File: config.mk
export PLATFORM = sky130hd
export DESIGN_NAME = uart_rx_frame_check_flat
export DESIGN_NICKNAME = d
export VERILOG_FILES = /design/src/rtl/uart_rx_frame_check_if.sv /design/src/rtl/uart_rx_frame_check.sv /design/src/flat_wrapper.sv
export SDC_FILE = /design/constraint.sdc
export NUM_CORES = 1
export LEC_CHECK = 0
export ABC_AREA = 1
export BUFFER_PORTS_ARGS = -buffer_cell sky130_fd_sc_hd__buf_4
export CAP_MARGIN = 20
export CORE_ASPECT_RATIO = 2
export CORE_MARGIN = 4
export CORE_UTILIZATION = 56
export CTS_CLUSTER_DIAMETER = 200
export DETAILED_ROUTE_END_ITERATION = 8
export PLACE_DENSITY = 0.88
export SLEW_MARGIN = 20
export SYNTH_ARGS = -nofsm -noshare
export SYNTH_HDL_FRONTEND = slang
export SYNTH_SLANG_ARGS = --single-unit
File: constraint.sdc
create_clock -name i_clk -period 1.7 [get_ports i_clk]
set_input_delay 0.17 -clock i_clk [delete_from_list [all_inputs] [get_ports i_clk]]
set_output_delay 0.17 -clock i_clk [all_outputs]
set_load 0.01 [all_outputs]
File: src/rtl/uart_rx_frame_check_if.sv
// Bundles the receive-side signals of uart_rx_frame_check.
//   master : bit sampler / control side (drives enable, strobe, parity setup)
//   slave  : frame checker (drives data, result pulses and busy)
// Signals:
//   rx_enable, bit_valid, sampled_bit, par_en, par_typ  -> into the checker
//   p_data, frame_done, data_valid, start_error,
//   parity_error, stop_error, busy                       <- from the checker
interface uart_rx_frame_check_if #(
  parameter int DATA_WIDTH = 8
);
  logic                  rx_enable;
  logic                  bit_valid;
  logic                  sampled_bit;
  logic                  par_en;
  logic                  par_typ;
  logic [DATA_WIDTH-1:0] p_data;
  logic                  frame_done;
  logic                  data_valid;
  logic                  start_error;
  logic                  parity_error;
  logic                  stop_error;
  logic                  busy;

  modport master (
    output rx_enable, bit_valid, sampled_bit, par_en, par_typ,
    input  p_data, frame_done, data_valid, start_error, parity_error,
           stop_error, busy
  );

  modport slave (
    input  rx_enable, bit_valid, sampled_bit, par_en, par_typ,
    output p_data, frame_done, data_valid, start_error, parity_error,
           stop_error, busy
  );
endinterface

File: src/rtl/uart_rx_frame_check.sv
// UART receive frame checker. Consumes one majority-voted line sample per
// bit_valid strobe and walks start / data (LSB first) / optional parity /
// 1..2 stop bits. Reports each frame with single-cycle result pulses.
// Ports:
//   i_clk    system clock, rising edge
//   i_rst_n  asynchronous active-low reset
//   bus      uart_rx_frame_check_if.slave (see interface file for signals)
// Parameters:
//   DATA_WIDTH  data bits per frame (5..9)
//   STOP_BITS   stop bits per frame (1 or 2)
module uart_rx_frame_check #(
  parameter int DATA_WIDTH = 8,
  parameter int STOP_BITS  = 1
) (
  input  logic                        i_clk,
  input  logic                        i_rst_n,
  uart_rx_frame_check_if.slave        bus
);

  localparam int CNT_W = (DATA_WIDTH > 1) ? $clog2(DATA_WIDTH) : 1;
  localparam logic [CNT_W-1:0] LAST_BIT = CNT_W'(DATA_WIDTH - 1);
  // stop_cnt value on which a good stop bit completes the frame
  localparam logic STOP_LAST = (STOP_BITS == 2);

  typedef enum logic [1:0] {
    IDLE   = 2'd0,
    DATA   = 2'd1,
    PARITY = 2'd2,
    STOP   = 2'd3
  } state_t;

  state_t                r_state;
  logic [CNT_W-1:0]      r_bit_cnt;
  logic                  r_stop_cnt;
  logic [DATA_WIDTH-1:0] r_shift;
  logic                  r_par_acc;
  logic                  r_par_en;
  logic                  r_par_typ;
  logic                  r_par_fail;

  logic [DATA_WIDTH-1:0] r_p_data;
  logic                  r_frame_done;
  logic                  r_data_valid;
  logic                  r_start_error;
  logic                  r_parity_error;
  logic                  r_stop_error;
  logic                  r_busy;

  always_ff @(posedge i_clk or negedge i_rst_n) begin
    if (!i_rst_n) begin
      r_state        <= IDLE;
      r_bit_cnt      <= '0;
      r_stop_cnt     <= 1'b0;
      r_shift        <= '0;
      r_par_acc      <= 1'b0;
      r_par_en       <= 1'b0;
      r_par_typ      <= 1'b0;
      r_par_fail     <= 1'b0;
      r_p_data       <= '0;
      r_frame_done   <= 1'b0;
      r_data_valid   <= 1'b0;
      r_start_error  <= 1'b0;
      r_parity_error <= 1'b0;
      r_stop_error   <= 1'b0;
      r_busy         <= 1'b0;
    end else begin
      // Result flags are pulses: cleared every cycle unless set below.
      r_frame_done   <= 1'b0;
      r_data_valid   <= 1'b0;
      r_start_error  <= 1'b0;
      r_parity_error <= 1'b0;
      r_stop_error   <= 1'b0;

      // Disable takes priority over a coincident strobe and drops any
      // frame in flight without touching P_DATA or producing pulses.
      if (!bus.rx_enable) begin
        r_state <= IDLE;
        r_busy  <= 1'b0;
      end else if (bus.bit_valid) begin
        case (r_state)
          IDLE: begin
            if (!bus.sampled_bit) begin
              r_state    <= DATA;
              r_busy     <= 1'b1;
              r_par_en   <= bus.par_en;
              r_par_typ  <= bus.par_typ;
              r_shift    <= '0;
              r_par_acc  <= 1'b0;
              r_par_fail <= 1'b0;
              r_bit_cnt  <= '0;
              r_stop_cnt <= 1'b0;
            end else begin
              r_start_error <= 1'b1;
            end
          end

          DATA: begin
            r_shift[r_bit_cnt] <= bus.sampled_bit;
            r_par_acc          <= r_par_acc ^ bus.sampled_bit;
            r_bit_cnt          <= r_bit_cnt + 1'b1;
            if (r_bit_cnt == LAST_BIT)
              r_state <= r_par_en ? PARITY : STOP;
          end

          PARITY: begin
            // Expected bit makes the total XOR equal PAR_TYP (0 even, 1 odd).
            if (bus.sampled_bit != (r_par_acc ^ r_par_typ))
              r_par_fail <= 1'b1;
            r_state <= STOP;
          end

          STOP: begin
            // A low stop sample ends the frame at once, even mid two-stop.
            if (!bus.sampled_bit || (r_stop_cnt == STOP_LAST)) begin
              r_state        <= IDLE;
              r_busy         <= 1'b0;
              r_frame_done   <= 1'b1;
              r_p_data       <= r_shift;
              r_parity_error <= r_par_fail;
              r_stop_error   <= ~bus.sampled_bit;
              r_data_valid   <= ~r_par_fail & bus.sampled_bit;
            end else begin
              r_stop_cnt <= 1'b1;
            end
          end

          default: r_state <= IDLE;
        endcase
      end
    end
  end

  assign bus.p_data       = r_p_data;
  assign bus.frame_done   = r_frame_done;
  assign bus.data_valid   = r_data_valid;
  assign bus.start_error  = r_start_error;
  assign bus.parity_error = r_parity_error;
  assign bus.stop_error   = r_stop_error;
  assign bus.busy         = r_busy;

endmodule

File: src/flat_wrapper.sv
// flat-port wrapper written by rule: the top's interface ports become plain ports
module uart_rx_frame_check_flat 
#(
  parameter int DATA_WIDTH = 8,
  parameter int STOP_BITS  = 1
)
  (i_clk, i_rst_n, bus_rx_enable, bus_bit_valid, bus_sampled_bit, bus_par_en, bus_par_typ, bus_p_data, bus_frame_done, bus_data_valid, bus_start_error, bus_parity_error, bus_stop_error, bus_busy);
  uart_rx_frame_check_if #(.DATA_WIDTH(DATA_WIDTH)) bus_i ();
  input  logic i_clk;
  input  logic i_rst_n;
  input wire logic [$bits(bus_i.rx_enable)-1:0] bus_rx_enable;
  input wire logic [$bits(bus_i.bit_valid)-1:0] bus_bit_valid;
  input wire logic [$bits(bus_i.sampled_bit)-1:0] bus_sampled_bit;
  input wire logic [$bits(bus_i.par_en)-1:0] bus_par_en;
  input wire logic [$bits(bus_i.par_typ)-1:0] bus_par_typ;
  output wire logic [$bits(bus_i.p_data)-1:0] bus_p_data;
  output wire logic [$bits(bus_i.frame_done)-1:0] bus_frame_done;
  output wire logic [$bits(bus_i.data_valid)-1:0] bus_data_valid;
  output wire logic [$bits(bus_i.start_error)-1:0] bus_start_error;
  output wire logic [$bits(bus_i.parity_error)-1:0] bus_parity_error;
  output wire logic [$bits(bus_i.stop_error)-1:0] bus_stop_error;
  output wire logic [$bits(bus_i.busy)-1:0] bus_busy;
  assign bus_i.rx_enable = bus_rx_enable;
  assign bus_i.bit_valid = bus_bit_valid;
  assign bus_i.sampled_bit = bus_sampled_bit;
  assign bus_i.par_en = bus_par_en;
  assign bus_i.par_typ = bus_par_typ;
  assign bus_p_data = bus_i.p_data;
  assign bus_frame_done = bus_i.frame_done;
  assign bus_data_valid = bus_i.data_valid;
  assign bus_start_error = bus_i.start_error;
  assign bus_parity_error = bus_i.parity_error;
  assign bus_stop_error = bus_i.stop_error;
  assign bus_busy = bus_i.busy;
  uart_rx_frame_check #(.DATA_WIDTH(DATA_WIDTH), .STOP_BITS(STOP_BITS)) u_core (.i_clk(i_clk), .i_rst_n(i_rst_n), .bus(bus_i));
endmodule
Word level (Yosys, flattened, before mapping) --
Index checks and enable logic that the tools add are counted.
Word-level totals: memory bits (read-only) 0, input port bits 7, memories 0, RAM bits 0, latch bits 0, flip-flop bits (word level) 32
Operators by class: $add $sub $neg 1, bitwise logic cells 6, reductions and logical operators 14, equal/unequal tests 13, multiply operators 0, multiplexer cells 45, magnitude comparators 2, div/mod/pow operators 0, shift operators 0
Operators with widths (number):
- $mux 1 | 29
- $reduce_and 4->1 | 5
- $pmux 8 s2 | 1
- $mux 2 | 5
- $reduce_and 5->1 | 2
- $bwmux 8 | 1
- $mux 8 | 1
- $pmux 1 s2 | 4
- $pmux 2 s4 | 1
- $ne 3x2->1 const B | 2
- $pmux 3 s2 | 1
- $reduce_bool 2->1 | 3
- $eq 2x2->1 const B | 2
- $lt 3x4->1 const B | 1
- $ne 2x1->1 const B | 2
- $ne 2x2->1 const B | 2
- $add 3x1->3 const B | 1
- $demux 1 s3 | 1
- $eq 3x3->1 const B | 1
- $ge 3x1->1 const B | 1
- $mux 3 | 1
- $ne 3x1->1 const B | 1
- $ne 3x3->1 const B | 1
- $not 1->1 | 3
- other kinds (8) | 9

Logic depth before layout (Yosys ltp) --
Gate-level depths: netlist (run 1).
word-level depth 6, gate-level depth with buffers 9, depth with buffers taken out 8

Worst setup path after synthesis (run 1) --
OpenSTA, ideal clock, no wires.
kind register to register, from reg u_core.r_state[0], to reg u_core.r_shift[1], arrival 1.258 ns, stages on the path, launching flop included 10, required time 1.579 ns, buffers on the path 1, slack 0.321 ns, cell sequence dfrtp_1 inv_1 ha_1 nand2_2 o21ai_2 nor2_4 buf_6 o21ai_1 nand2_1 o21ai_1
On the way: cells in the longest elaborated chain, start to end 3, elaborated cells between the ends (all ways) 6
RTL lines:
- start, declared | RTL line uart_rx_frame_check.sv:32 | state_t r_state;
- start signal, assigned | RTL line uart_rx_frame_check.sv:102 | r_state <= r_par_en ? PARITY : STOP;
- $eq 2x1->1 / $logic_not 2->1 (equally long branches) | RTL line uart_rx_frame_check.sv:80 | case (r_state)
- $reduce_bool 2->1 (no line) / $ne 2x2->1 (equally long branches)
- $reduce_and 4->1 (no line)
- end signal, assigned by index | RTL line uart_rx_frame_check.sv:98 | r_shift[r_bit_cnt] <= bus.sampled_bit;
- end, declared | RTL line uart_rx_frame_check.sv:35 | logic [DATA_WIDTH-1:0] r_shift;
Several ways; a longest one is shown, not always the timed one. A chain may end at the register's enable or synchronous reset.

Worst setup path in the final report (run 1) --
from reg u_core.r_state[1], to reg u_core.r_shift[2]
The elaborated chain is that of the path after synthesis.

==> summary.txt, run 1 <==
Outcome
  • Status: finished clean

Place
  • Gpl congestion: 0.839
  • DP Area: around 0.0018 sq mm
  • Dpl hpwl: 2.36 mm
  • Input/output buffers: 20

Floorplanning
  • Die Y: ~84 um
  • Initial Util: between 50% and 60%
  • Die Span X: ~46 um
  • I/O Pins: 21
  • Die ar.: around 0.0038 sq mm
  • Num rows: 27
  • Core Area: 0.00277 sq mm

Timing
  • Setup TNS: 0 ns
  • Skew final: 0.00679 ns
  • Slew Limit Headroom: 74.0%
  • Minimum clock period: 1.54 ns
  • Measured slew at the worst slew-check pin: between 0.3 and 0.4 ns
  • Final period utilization: 90.8%
  • Final hold vios: 0
  • # setup viols final: 0
  • RSZ-0062 raised after global routing: yes
  • Final hold slack: 0.133 ns
  • Highest clock rate: 648 MHz
  • Max-slew violation count: 0

Detailed routing
  • Final ANT Viol Nets: 0
  • Avg WL per Cell: 13.0 um
  • DR DRC count: 0
  • Avg Vias per Cell: 5.38
  • Drt pass-1 iters: 4
  • 1st-iter DRT viols: 30
  • Vias: 1,308
  • Routed Wire Length: roughly 3.2 mm

Flow run
  • Max_cap viols: 0

CTS
  • Clock-pin slew on the worst setup and hold paths: 0.06 ns
  • Cts bufs inserted: 5
  • Clk buf depth: 2
  • Setup bufs post-CTS: 0
  • Root Driver: clkbuf_8
  • TritonCTS clock tree: done
  • Worst skew pair latency: 0.29 ns
  • H-tree levels: 2
  • CTS sink count: 32

Logic synthesis
  • Mapped Avg Cell Area: 8.51 sq um
  • Sequential area share after synthesis: 49.8%
  • Synth cell count leaders: nand2_1 (57), dfrtp_1 (32), inv_1 (16)
  • Top FF cell, synth: dfrtp_1
  • Most area-hungry cell type in the Yosys netlist: dfrtp_1
  • Mapped Area: 0.00161 sq mm
  • Area contributors post-synth: dfrtp_1 (50%), nand2_1 (13%), ha_1 (6.2%), nand3_1 (4.4%), o21ai_0 (4.0%)
  • Synth cell types: 24
  • Top-count cell post-synth: nand2_1
  • Synth Instances: approximately 190
  • Yosys top cell area share: 49.8%
  • Post-synth EDFFs: 0
  • Synth Warn #: 0
  • Syn Nets: ~200
  • Synthesized flop and latch total: 32
  • Async SR Flop Fraction: 100%

Worst setup path
  • Largest stage delay, worst path: ~0.40 ns
  • Setup CP Type: reg2reg
  • CP Launch Type: flop
  • Critical path required time: between 1.5 and 2 ns
  • Worst path cell trace: inv_1 -> ha_1 -> nand2_2 -> o21ai_2 -> nor2_4 -> o21ai_1 -> nand2_1 -> o21ai_1
  • CP arrival: 1.71 ns
  • WP depth: 8
  • Cell mode on critical path: o21ai_1
  • Crit. End Element: flop
  • Buffers & Inverters on Critical Path: 1
  • Max FO, Critical Path: 10
  • Critical Path Slowest Stage Cell: dfrtp_1
  • CP delay by family, top: flip-flops
  • Reg2reg path depth: 8

Min path
  • Hold depth: 3
  • Hold Crit Class: in2reg

Global route
  • GRT Util Overall: roughly a fifth
  • Vias in the first global route: 1,337
  • Grt ovf: 0
  • Largest net degree at the start of global routing: 33
  • Initial antenna violation count: 0
  • First-pass GRT wire length: 5.62 mm

Layout
  • Share of layout cells above drive strength 1: roughly 17%
  • Core Util, Final: between 60% and 70%
  • Finished Cell Area: 0.00188 sq mm
  • Synthesis-to-layout area growth: 17.2%
  • Final antenna diode count: 0
  • Nets: 228

Power
  • Static Leakage: 0.979 nW
  • Overall power: 2.49 mW
  • Power per cell area: 1320 mW/mm^2
  • VDD IR max: 0.864 mV
[stage by stage]
stage / worst slack (ns) / std cells
global route: -0.0448 / 243
global placement: 0.168 / 233
CTS: 0.0863 / 242
finish: 0.156 / 243
floorplan: 0.321 / 189
detailed placement: 0.106 / 233
[cells by family (layout without fill, tap and decap cells)]
family          count (synthesis)  in the layout  synth area share [%]
compound gates                 25             25                  8.17
buf+inv                        24             48                  7.31
fa+ha+maj                       8              8                  6.23
simple gates                  100            101                  28.5
flops                          32             32                  49.8
[final timing paths]
path                                    from              endpoint  slack, ns
max                        u_core.r_state[1]     u_core.r_shift[2]       0.16
min                              bus_par_typ      u_core.r_par_typ       0.13
max reg2reg                u_core.r_state[1]     u_core.r_shift[2]       0.16
min reg2reg                u_core.r_shift[7]  u_core.bus.p_data[7]       0.48
max in group asynchronous            i_rst_n   u_core.r_bit_cnt[0]       1.04
min in group asynchronous            i_rst_n  u_core.bus.p_data[2]       0.37
[report_power, final]
| part | switching (mW) | internal, mW |
|---|---|---|
| registers | 0.110 | 0.902 |
| logic | 0.492 | 0.283 |
| clock network | 0.269 | 0.434 |
| total | 0.871 | 1.62 |
[worst register-to-register path: cells and delay by family, from the launching register on]
kind	cells	cell delay [ns]
flip-flops	1	0.40
AND/OR/NAND/NOR	3	0.40
AO/OA/AOI/OAI	3	0.27
adder cells (fa/ha/maj)	1	0.26
buffers and inverters	1	0.12
[registers in the layout (all words and copies together) (netlist names), 2 cells and up]
register	cells
u_core.bus.p_data	8
u_core.r_shift	8
u_core.r_bit_cnt	3
u_core.r_state	2
[cell type report]
cell class / count / area, sq um
clock buffer: 6 / 72.6
clock inverter: 2 / 35.0
fill: 238 / 886
inverter: 17 / 63.8
multi-input combinational: 134 / 701
sequential: 32 / 801
tap: 29 / 36.3
timing repair buffer: 23 / 175
[layout by cell type, fill, tap and decap left out, types with 2 or more instances in the layout]
cell | synthesis | final
a21oi_1 | 2 | 2
buf_4 | 3 | 22
clkbuf_8 | 0 | 5
dfrtp_1 | 32 | 32
ha_1 | 8 | 8
inv_1 | 16 | 16
nand2_1 | 57 | 57
nand3_1 | 14 | 14
nand3b_1 | 2 | 2
nand4_1 | 6 | 6
nor2_1 | 6 | 6
nor2_4 | 1 | 2
nor3_1 | 10 | 10
o21ai_0 | 13 | 13
o21ai_1 | 8 | 8
[metal layers]
metal	track usage [%]	part of all wire [%]	wire [um]
met5	0	0	0
met4	11.7	4.5	142
met3	4.54	4.2	134
met2	32.8	56	1780
met1	21.0	35	1100
[timing repair]
item,in CTS,in global routing
hold buffers,1,0
hold endpoints to repair,32,0
gates resized for setup,0,1
setup endpoints to repair,0,9
Note: power is estimated with default switching activity, not from simulation.
==> inputs of run 2 (changes only) <==
REMOVE_ABC_BUFFERS = 1   (was default)
SETUP_SLACK_MARGIN = 0.02   (was default)
==> summary.txt, run 2 (same netlist as run 1, synthesis figures left out) <==
Timing
  • Final hold vios: 0 (unchanged)
  • # setup viols final: 0 (unchanged)
  • Setup TNS: 0 ns (unchanged)
  • RSZ-0062 raised after global routing: no
  • Slew Limit Headroom: 74.5% (+0.53 points)
  • Minimum clock period: 1.53 ns (-0.0114 ns)
  • Measured slew at the worst slew-check pin: 0.383 ns (-0.00792 ns)
  • Final hold slack: 0.134 ns (+0.000167 ns)
  • Final period utilization: 90.2% (-0.67 points)
  • Highest clock rate: 652 MHz (+0.74%)
  • Max-slew violation count: 0 (unchanged)
  • Skew final: 0.00411 ns (-0.00269 ns)

Worst setup path
  • R2R setup slack: 0.17 ns (about the same)
  • Crit. End Element: flop
  • Reg2Reg Launch Point: u_core.r_state[1]
  • Critical path required time: 1.88 ns (about the same)
  • Reg2reg path depth: 7 (-1)
  • Critical R2R Capture: u_core.r_shift[7]
  • CP Launch Type: flop
  • CP arrival: 1.71 ns (about the same)
  • Max FO, Critical Path: 5 (-5)
  • Setup CP Type: reg2reg

Min path
  • Startpoint of the worst hold path: bus_par_typ
  • Hold depth: 3 (unchanged)
  • WHS Endpoint: u_core.r_par_typ
  • Hold Crit Class: in2reg

Layout
  • Share of layout cells above drive strength 1: 17.3% (unchanged)
  • Most frequent cells in the layout: nand2_1 (57), dfrtp_1 (31), buf_4 (21)
  • Final antenna diode count: 0 (unchanged)
  • Synthesis-to-layout area growth: 16.1%
  • Nets: 228 (unchanged)
  • Most common cell after layout, fill and taps aside: nand2_1
  • Core Util, Final: 67.4% (-0.63 points)
  • Finished Layout Cells: 243 (unchanged)
  • Register Area: 802 sq um (+0.16%)
  • Fill cell total of the finished layout: 240 (+0.84%)
  • Footprint of the multi-input gates: 707 sq um (+0.89%)

Power
  • Power per cell area: 1270 mW/mm^2 (-3.9%)
  • Logic gate share of total power: 31.8% (+0.7 points)
  • Clk pwr share: 24.9% (-3.4 points)
  • Static Leakage: 0.964 nW (-1.5%)
  • Part of the power in registers: 43.4% (+2.8 points)
  • Switching share of total power: 36.6% (+1.6 points)
  • P_sw: 0.867 mW (-0.40%)
  • P_int: 1.50 mW (-7.1%)
  • VDD IR max: 0.807 mV (-6.7%)

Floorplanning
  • Die Y: 83.8 um (unchanged)
  • Die Span X: 45.9 um (unchanged)
  • Core Area: 0.00277 sq mm (unchanged)
  • Num rows: 27 (unchanged)
  • Initial Util: 58.0% (unchanged)
  • Die ar.: 0.00384 sq mm (unchanged)
  • I/O Pins: 21 (unchanged)

CTS
  • H-tree levels: 2 (unchanged)
  • TritonCTS clock tree: done
  • CTS sink count: 32 (unchanged)
  • Root Driver: clkbuf_8
  • Clock-pin slew on the worst setup and hold paths: 0.06 ns (about the same)
  • Cts bufs inserted: 5 (unchanged)
  • Worst skew pair latency: 0.29 ns (about the same)
  • Clk buf depth: 2 (unchanged)

Global route
  • Largest net degree at the start of global routing: 33 (unchanged)
  • First-pass GRT wire length: 5.60 mm (-0.37%)
  • Grt ovf: 0 (unchanged)
  • Initial antenna violation count: 0 (unchanged)
  • GRT Util Overall: 19.6% (-0.17 points)
  • Vias in the first global route: 1,334 (-0.22%)

Detailed routing
  • 1st-iter DRT viols: 55 (+83%)
  • Vias: 1,340 (+2.4%)
  • Avg Vias per Cell: 5.51 (+2.4%)
  • Final ANT Viol Nets: 0 (unchanged)
  • DR DRC count: 0 (unchanged)
  • Routed Wire Length: 3.20 mm (+1.5%)
  • Drt pass-1 iters: 4 (unchanged)
  • Avg WL per Cell: 13.2 um (+1.5%)

Place
  • Gpl congestion: 0.840 (+0.20%)
  • Dpl hpwl: 2.30 mm (-2.5%)
  • Input/output buffers: 20 (unchanged)
  • Cells after DPL: 232 (-0.43%)

Flow run
  • Max_cap viols: 0 (unchanged)

Outcome
  • Status: finished clean
==> run 2: what timing repair did <==
item	CTS	global route
setup buffers	0	0
hold buffers	1	0
cloned	1	1
pin swaps	1	1
resized for setup	0	2
setup endpoints to repair	4	12
endpoints found under the hold margin	32	0
==> run 2: layout make-up <==
cell class | count | share of cell area (%)
Sequential cell | 32 | 43.0
Timing Repair Buffer | 22 | 8.98
Tap cell | 29 | 1.94
Clock buffer | 8 | 4.83
Inverter | 17 | 3.42
Multi-Input combinational cell | 135 | 37.9
==> run 2: worst max-delay path by stage <==
stage / cells after the start / startpoint / endpoint
after floorplan: 8 / u_core.r_state[0] / u_core.r_shift[0]
after global placement: 8 / u_core.r_state[0] / u_core.r_shift[1]
after detailed placement: 8 / u_core.r_state[0] / u_core.r_shift[5]
after CTS: 7 / u_core.r_state[0] / u_core.r_par_acc
after global routing: 7 / u_core.r_state[1] / u_core.r_shift[2]
final: 7 / u_core.r_state[1] / u_core.r_shift[7]
==> run 2: routing by layer <==
metal  up-vias  track usage (%)  wire length (um)
met1       607             19.9              1130
li1        675                -                 -
met4         0             10.1               122
met2        45             34.2              1770
met5         -                0                 0
met3        13             4.32               183
==> run 2: through the flow <==
stage / cell area [sq um] / total power [mW] / setup slack (ns)
floorplan: 1550 / 1.52 / 0.225
global placement: 1750 / 1.72 / 0.0992
detailed placement: 1750 / 1.76 / 0.0265
CTS: 1850 / 2.37 / 0.0660
global route: 1870 / 2.55 / 0.0395
finish: 1870 / 2.37 / 0.167
==> run 2: power by group through the flow <==
stage	clock [mW]	combinational (mW)	sequential, mW
4_1_cts	0.606	0.744	1.02
3_5_place_dp	0	0.725	1.03
6_report	0.590	0.753	1.03
2_1_floorplan	0	0.495	1.02
5_1_grt	0.628	0.878	1.04
3_3_place_gp	0	0.693	1.03
==> run 2: critical path: stages, from the launching register on <==
cell and delay [ns]:
dfrtp_1 0.42, inv_1 0.15, ha_1 0.26, o21ai_2 0.14, nor2_2 0.19, o21ai_0 0.13, nand2_1 0.09, nand2_1 0.05
